<file path="config.mk">
export PLATFORM = sky130hd
export DESIGN_NAME = shift_in_deserializer
export DESIGN_NICKNAME = d
export VERILOG_FILES = /design/src/rtl/shift_in_deserializer_pkg.sv /design/src/rtl/shift_in_deserializer_shift_in_register.sv /design/src/rtl/shift_in_deserializer.sv
export SDC_FILE = /design/constraint.sdc
export NUM_CORES = 1
export LEC_CHECK = 0
export CORE_MARGIN = 10
export CORE_UTILIZATION = 45
export CTS_BUF_LIST = sky130_fd_sc_hd__clkbuf_8
export CTS_CLUSTER_DIAMETER = 50
export DETAILED_ROUTE_END_ITERATION = 6
export DONT_BUFFER_PORTS = 1
export GPL_ROUTABILITY_DRIVEN = 0
export GPL_TIMING_DRIVEN = 0
export PLACE_DENSITY = 0.62
export SYNTH_ARGS = -nofsm -noshare
export SYNTH_HDL_FRONTEND = slang
export SYNTH_SLANG_ARGS = --single-unit
export TNS_END_PERCENT = 10
</file>
<file path="constraint.sdc">
create_clock -name clk -period 2.4 [get_ports clk]
set_input_delay 0.36 -clock clk [delete_from_list [all_inputs] [get_ports clk]]
set_output_delay 0.36 -clock clk [all_outputs]
set_load 0.01 [all_outputs]
</file>
<file path="src/rtl/shift_in_deserializer_pkg.sv">
// Shared constants for the serial-to-parallel receive path.
package shift_in_deserializer_pkg;

    // Plane-row width used by the column-parity datapath.
    localparam int DEFAULT_N = 25;

    function automatic int cnt_width(input int n);
        return (n < 2) ? 1 : $clog2(n);
    endfunction

endpackage

</file>
<file path="src/rtl/shift_in_deserializer_shift_in_register.sv">
// Left shift register fed from the LSB; restart reloads it with just the incoming bit.
module shift_in_register #(
    parameter int N = 25
) (
    input  logic         clk,
    input  logic         rst,
    input  logic         flush_i,
    input  logic         en_i,
    input  logic         restart_i,
    input  logic         sin_i,
    output logic [N-1:0] q_o
);

    logic [N-1:0] shreg_q, shreg_d;

    always_comb begin
        shreg_d = shreg_q;
        if (flush_i)
            shreg_d = '0;
        else if (en_i && restart_i)
            shreg_d = {{(N-1){1'b0}}, sin_i};
        else if (en_i)
            shreg_d = {shreg_q[N-2:0], sin_i};
    end

    always_ff @(posedge clk or negedge rst) begin
        if (!rst)
            shreg_q <= '0;
        else
            shreg_q <= shreg_d;
    end

    assign q_o = shreg_q;

endmodule

</file>
<file path="src/rtl/shift_in_deserializer.sv">
// MSB-first serial receiver: assembles N-bit words and hands them out over valid/ready,
// with a one-word holding register so the next word can shift in during backpressure.
module shift_in_deserializer
    import shift_in_deserializer_pkg::*;
#(
    parameter int N = DEFAULT_N
) (
    input  logic         clk,
    input  logic         rst,
    input  logic         clr,
    input  logic         sin,
    input  logic         sin_valid,
    input  logic         sin_sof,
    output logic         sin_ready,
    output logic [N-1:0] out_data,
    output logic         out_valid,
    input  logic         out_ready,
    output logic         frame_err,
    output logic         busy
);

    localparam int            CW   = cnt_width(N);
    localparam logic [CW-1:0] LAST = CW'(N - 1);

    logic [CW-1:0] cnt_q, cnt_d;
    logic [N-1:0]  data_q, data_d;
    logic          vld_q, vld_d;
    logic          ferr_q, ferr_d;
    logic [N-1:0]  shreg;
    logic          accept, deliver, resync, complete;

    // The completing bit only stalls while a held word is still undelivered;
    // gating with rst keeps every output low while reset is asserted.
    assign sin_ready = rst & ((cnt_q != LAST) | ~vld_q | out_ready);
    assign accept    = sin_valid & sin_ready;
    assign deliver   = vld_q & out_ready;
    assign resync    = accept & sin_sof & (cnt_q != '0);
    assign complete  = accept & ~resync & (cnt_q == LAST);

    shift_in_register #(.N(N)) u_sreg (
        .clk       (clk),
        .rst       (rst),
        .flush_i   (clr),
        .en_i      (accept),
        .restart_i (resync),
        .sin_i     (sin),
        .q_o       (shreg)
    );

    always_comb begin
        cnt_d  = cnt_q;
        data_d = data_q;
        vld_d  = vld_q;
        ferr_d = 1'b0;
        if (clr) begin
            cnt_d = '0;
            vld_d = 1'b0;
        end else begin
            if (resync) begin
                cnt_d  = CW'(1);
                ferr_d = 1'b1;
            end else if (complete) begin
                cnt_d = '0;
            end else if (accept) begin
                cnt_d = cnt_q + CW'(1);
            end
            // A fresh word overrides the delivery so out_valid never bubbles.
            if (complete) begin
                data_d = {shreg[N-2:0], sin};
                vld_d  = 1'b1;
            end else if (deliver) begin
                vld_d = 1'b0;
            end
        end
    end

    always_ff @(posedge clk or negedge rst) begin
        if (!rst) begin
            cnt_q  <= '0;
            data_q <= '0;
            vld_q  <= 1'b0;
            ferr_q <= 1'b0;
        end else begin
            cnt_q  <= cnt_d;
            data_q <= data_d;
            vld_q  <= vld_d;
            ferr_q <= ferr_d;
        end
    end

    assign out_data  = data_q;
    assign out_valid = vld_q;
    assign frame_err = ferr_q;
    assign busy      = (cnt_q != '0);

endmodule

</file>
==> flow_summary.json, run 1 <==
{
  "final_util": 0.527,
  "vdd_drop_max_mv": 0.358,
  "io-pin-count": 36,
  "maxCapViolations": 0,
  "violations": "negative setup slack",
  "clock_path_buffers": 2,
  "slew_violations": 0,
  "leakage_nw": 1.23,
  "fmax_ghz": 0.416,
  "cts_sinks": 56,
  "min_from": "sin",
  "path_clk_slew_ns": 0.09,
  "synth_seq_cells": 56,
  "register_area_um2": 1400,
  "final-hold-violation-count": 0,
  "setup.worst_path.start_class": "register",
  "min_to": "out_data[0]$_DFFE_PN0P_",
  "drtPass1Iterations": 4,
  "coreArea_um2": 4720,
  "timing.rr.end": "out_data[23]$_DFFE_PN0P_",
  "io_buffers": 0,
  "drc": 0,
  "die_area_um2": 8090,
  "period_needed_ns": 2.41,
  "multi_input_area_um2": 754,
  "cts_inserted_buffers": 5,
  "max_slew_margin": 0.646,
  "layout.nets": 171,
  "fin_crit_sh": 1.00,
  "num_antenna_cells": 0,
  "nFillCells": 410,
  "syn_to_final_growth_pct": 13.1,
  "setup_viol": 6,
  "fp.dieH_um": 89.9,
  "critical_path_required_ns": 2.59,
  "antenna_found_initial": 0,
  "initial_utilization": 0.466,
  "grtUsageTotal": 0.106,
  "tritoncts": "done",
  "synth_cell_type_count": 29,
  "syn_area_per_cell_um2": 15.0,
  "worst_slack_ns": -0.00611,
  "grt_setup_unrepaired": "yes",
  "crit_type": "register to register",
  "drt_wl_total_mm": 4.15,
  "crit_arrival_ns": 2.60,
  "drtAntennaViolNets": 0,
  "grt_pass1_wl_mm": 7.07,
  "final_layout_size_suffix_gt1_frac": 0.325,
  "total_power_mw": 1.54,
  "hold_ws_ns": 0.208,
  "place_area_um2": 2290,
  "r2r_start": "cnt_q[1]$_DFFE_PN0P_",
  "clock_latency_ns": 0.30,
  "synth.top_cell.area_share": 0.637,
  "overflow": 0,
  "tightestPinTransition_ns": 0.531,
  "syn_area_um2": 2200,
  "r2r_cells": 8,
  "outcome": "finished, violations left",
  "dpl.hpwl_mm": 2.78,
  "grt_pass1_vias": 1323,
  "cts_root_buf": "clkbuf_8",
  "rrSetupSlack_ns": -0.006,
  "netlist_instances": 147,
  "crit_path_end_kind": "register",
  "fin_skew_ns": 0.00741,
  "yosys_warnings": 0,
  "ys_seq_area_frac": 0.637,
  "holdPathStages": 1,
  "htreeDepth": 2,
  "synth_area_leader_cell": "dfrtp_1",
  "worst-path-max-fanout": 10,
  "wire_per_inst_um": 18.0,
  "synthTopCellsByArea": "dfrtp_1 64%, mux2_2 13%, a22o_1 10%, ha_1 1.1%, buf_6 1.0%",
  "die_w_um": 89.9,
  "rows": 25,
  "syn-num-nets": 156,
  "initialDrtViolationCount": 58,
  "p_per_area_nw_per_um2": 619,
  "hold_path.class": "input pin to register",
  "finish.instance_area_um2": 2490,
  "grt_start_max_net_pins": 57,
  "via_per_inst": 5.51,
  "num_vias": 1268
}
registers in the layout, indices dropped and copies added, names as in the netlist:
signal / cells
frame_err: 1
u_sreg.q_o: 24
out_data: 25
out_valid: 1
cnt_q: 5
final cells by class:
class | count | area share
clock inverter | 2 | 0.00452
timing repair buffer | 8 | 0.0362
multi-input combinational | 80 | 0.303
inverter | 3 | 0.00452
tap | 67 | 0.0337
clock buffer | 6 | 0.0332
buffer | 8 | 0.0216
sequential | 56 | 0.563
cells in the final DEF, fill, tap and decap left out, types with 2 or more instances in the layout:
| master | instances |
|---|---|
| clkbuf_8 | 6 |
| buf_4 | 4 |
| buf_6 | 3 |
| clkbuf_1 | 2 |
| nor2_1 | 2 |
| mux2_2 | 25 |
| dfrtp_1 | 56 |
| nand3_1 | 2 |
| a22o_1 | 26 |
| inv_1 | 4 |
| nand2_1 | 2 |
| nor3b_1 | 2 |
| clkbuf_2 | 2 |
| buf_2 | 2 |
| ha_1 | 2 |
kinds of logic after synthesis:
logic type | after synthesis | share of synthesized area
AND/OR/NAND/NOR | 15 | 0.0483
AO/OA/AOI/OAI | 36 | 0.140
multiplexers | 26 | 0.132
flip-flops | 56 | 0.637
adder cells (fa/ha/maj) | 2 | 0.0114
XOR/XNOR | 1 | 0.00398
buffers and inverters | 11 | 0.0267
cell usage after synthesis (all sizes together):
cell and count:
dfrtp 56, a22o 26, mux2 25, buf 4, clkbuf 4, inv 3, nor2 3, nor3b 3
a21oi 2, ha 2, nand2 2, nand3 2, a2111o 1, a211o 1, a21boi 1, a21o 1
a221o 1, and2 1, and4b 1, mux2i 1, nor2b 1, nor3 1, o211a 1, o211ai 1
o22ai 1, or4b 1, xnor2 1
how the worst max path moves through the flow:
stage	to	slack, ns	startpoint
after floorplan	out_data[10]$_DFFE_PN0P_	-0.03	cnt_q[0]$_DFFE_PN0P_
after global placement	out_data[18]$_DFFE_PN0P_	-0.22	cnt_q[0]$_DFFE_PN0P_
after detailed placement	out_data[12]$_DFFE_PN0P_	-0.31	cnt_q[0]$_DFFE_PN0P_
after CTS	out_data[23]$_DFFE_PN0P_	-0.01	cnt_q[0]$_DFFE_PN0P_
after global routing	out_data[23]$_DFFE_PN0P_	-0.10	cnt_q[0]$_DFFE_PN0P_
final	out_data[23]$_DFFE_PN0P_	-0.006	cnt_q[1]$_DFFE_PN0P_
report_power, final:
part	leakage, nW	internal, mW	switching (mW)
clock network	0.0486	0.231	0.291
registers	0.781	0.946	0.00212
logic	0.402	0.0224	0.0490
metal layers:
metal,vias up,share of wire,GRT usage
met5,-,0,0
met3,7,0.086,0.0490
met1,656,0.44,0.136
li1,576,-,-
met4,0,0.016,0.0424
met2,29,0.46,0.152
metrics by stage:
stage,setup WS (ns),TNS (ns),instances
after floorplan,-0.0305,-0.611,147
after global placement,-0.221,-5.11,214
after detailed placement,-0.311,-8.25,214
after CTS,-0.0149,-0.113,230
after global routing,-0.100,-1.80,230
final,-0.00611,-0.0122,230
timing repair:
action / CTS / global route
gates resized for setup: 6 / 4
endpoints found under the setup margin: 46 / 45
endpoints found under the hold margin: 56 / 0
cloned: 1 / 0
setup buffers: 5 / 0
pin swaps: 1 / 0
hold buffers: 2 / 0
critical path, stage by stage, from the launching register on:
cell	delay, ns
dfrtp_1	0.40
inv_1	0.06
ha_1	0.14
or4b_4	0.52
a211o_4	0.38
nor3b_4	0.18
buf_6	0.15
buf_8	0.14
mux2_2	0.33
(Power assumes the default switching activity.)
==> run 2, diff against run 1 <==
--- a/config.mk
+++ b/config.mk
@@ -6,14 +6,15 @@
 export NUM_CORES = 1
 export LEC_CHECK = 0
 export CORE_MARGIN = 10
-export CORE_UTILIZATION = 45
+export CORE_UTILIZATION = 55
 export CTS_BUF_LIST = sky130_fd_sc_hd__clkbuf_8
 export CTS_CLUSTER_DIAMETER = 50
+export CTS_CLUSTER_SIZE = 14
 export DETAILED_ROUTE_END_ITERATION = 6
 export DONT_BUFFER_PORTS = 1
 export GPL_ROUTABILITY_DRIVEN = 0
 export GPL_TIMING_DRIVEN = 0
-export PLACE_DENSITY = 0.62
+export PLACE_DENSITY_LB_ADDON = 0.08
 export SYNTH_ARGS = -nofsm -noshare
 export SYNTH_HDL_FRONTEND = slang
 export SYNTH_SLANG_ARGS = --single-unit
==> run 2 against run 1 <==
Compared with the run above:
- the flow still finishes with violations (negative setup slack)
- largest cell class unchanged
- highest routed layer unchanged
- total power is 13% higher
- clock power is 38% higher
- global-route usage is 2.3 points higher
- setup slack worse by 0.054 ns
- critical path type unchanged
==> flow_summary.json, run 2 (synthesis results as in run 1) <==
{
  "vdd_drop_max_mv": 0.443,
  "setup_viol": 25,
  "initial_utilization": 0.584,
  "drtAntennaViolNets": 0,
  "final-hold-violation-count": 0,
  "final_layout_size_suffix_gt1_frac": 0.341,
  "finish.instance_area_um2": 2640,
  "final_cell_mix": "56 x dfrtp_1, 26 x a22o_1, 20 x mux2_4",
  "drc": 0,
  "rows": 22,
  "leakage_nw": 1.28,
  "tightestPinTransition_ns": 0.627,
  "place_area_um2": 2270,
  "io_buffers": 0,
  "fin_crit_sh": 1.02,
  "dpl.hpwl_mm": 2.78,
  "setup.worst_path.start_class": "register",
  "tritoncts": "done",
  "initialDrtViolationCount": 65,
  "fin_skew_ns": 0.0105,
  "layout.nets": 172,
  "outcome": "finished, violations left",
  "worst_slack_ns": -0.0597,
  "grt_start_max_net_pins": 57,
  "period_needed_ns": 2.46,
  "fp.dieH_um": 83.3,
  "num_vias": 1303,
  "largest_reg_flops": 25,
  "final_util": 0.699,
  "max_slew_margin": 0.582,
  "p_per_area_nw_per_um2": 661,
  "clock_latency_ns": 0.31,
  "wire_per_inst_um": 21.0,
  "cts_root_buf": "clkbuf_8",
  "crit_type": "register to register",
  "layout_commonest_cell": "dfrtp_1",
  "r2r_cells": 8,
  "htreeDepth": 2,
  "fmax_ghz": 0.407,
  "worst-path-max-fanout": 5,
  "cts_sinks": 56,
  "total_power_mw": 1.74,
  "violations": "negative setup slack",
  "slew_violations": 0,
  "die_area_um2": 6930,
  "via_per_inst": 6.15,
  "io-pin-count": 36,
  "crit_arrival_ns": 2.65,
  "syn_to_final_growth_pct": 19.7,
  "overflow": 0,
  "fin_setup_tns_ns": -1.00,
  "antenna_found_initial": 0,
  "num_antenna_cells": 0,
  "grt_pass1_vias": 1429,
  "holdPathStages": 1,
  "crit_path_end_kind": "register",
  "clock_path_buffers": 2,
  "coreArea_um2": 3770,
  "cts_inserted_buffers": 5,
  "hold_path.class": "input pin to register",
  "maxCapViolations": 0,
  "path_clk_slew_ns": 0.09,
  "hold_ws_ns": 0.202,
  "grt_setup_unrepaired": "yes",
  "drtPass1Iterations": 4,
  "grtUsageTotal": 0.130,
  "grt_pass1_wl_mm": 7.56,
  "drt_wl_total_mm": 4.45,
  "critical_path_required_ns": 2.59,
  "die_w_um": 83.3
}
run 2: cell types whose count changed in the layout (fill, tap and decap cells not counted), moves of 2 or more:
cell,before,now
mux2_4,0,20
buf_2,2,0
buf_6,3,0
bufinv_16,0,2
buf_8,1,5
mux2_2,25,5
run 2: area by class of cell:
cell class                      count  area, µm²
Buffer                              8       62.6
Clock buffer                        5       68.8
Clock inverter                      3       68.8
Fill cell                         264       1140
Inverter                            3       11.3
Multi-Input combinational cell     80        837
Sequential cell                    56       1400
Tap cell                           48       60.1
Timing Repair Buffer                9        125
run 2: worst max-delay path, cell delays in order, from the launching register on:
cell,delay [ns]
dfrtp_1,0.41
inv_1,0.07
ha_2,0.16
or4b_4,0.51
a211o_4,0.38
nor3b_4,0.22
buf_12,0.16
buf_8,0.13
mux2_4,0.30
run 2: layer usage:
| metal | global-route usage | vias to the layer above | part of all wire |
|---|---|---|---|
| met3 | 0.0684 | 7 | 0.099 |
| met2 | 0.205 | 45 | 0.48 |
| met1 | 0.150 | 677 | 0.41 |
| li1 | - | 574 | - |
| met4 | 0.0354 | 0 | 0.013 |
| met5 | 0 | - | 0 |
run 2: power by group:
group	switching, mW	internal, mW	leakage, nW
sequential	0.00255	0.946	0.781
combinational	0.0507	0.0249	0.432
clock	0.299	0.420	0.0687
total	0.352	1.39	1.28
run 2: repair_timing:
item	in CTS	in global routing
gates cloned	2	0
hold buffers	2	0
setup endpoints to repair	46	46
gates resized for setup	33	9
pin swaps	3	0
setup buffers	5	0
endpoints found under the hold margin	56	0
run 2: metrics by stage:
step	instances	setup slack, ns
3_3_place_gp	195	-0.207
5_1_grt	212	-0.124
4_1_cts	212	-0.0373
2_1_floorplan	147	-0.0305
6_report	212	-0.0597
3_5_place_dp	195	-0.254
run 2: worst paths after layout:
| kind | start | to | slack [ns] |
|---|---|---|---|
| worst max register to register | cnt_q[0]$_DFFE_PN0P_ | out_data[24]$_DFFE_PN0P_ | -0.06 |
| worst min register to register | u_sreg.q_o[18]$_DFFE_PN0P_ | u_sreg.q_o[18]$_DFFE_PN0P_ | 0.54 |
| worst max-delay path | cnt_q[0]$_DFFE_PN0P_ | out_data[24]$_DFFE_PN0P_ | -0.06 |
| max in group asynchronous | rst | out_data[24]$_DFFE_PN0P_ | 1.61 |
| worst min-delay path | sin | out_data[0]$_DFFE_PN0P_ | 0.20 |
| min in group asynchronous | rst | out_data[12]$_DFFE_PN0P_ | 0.57 |
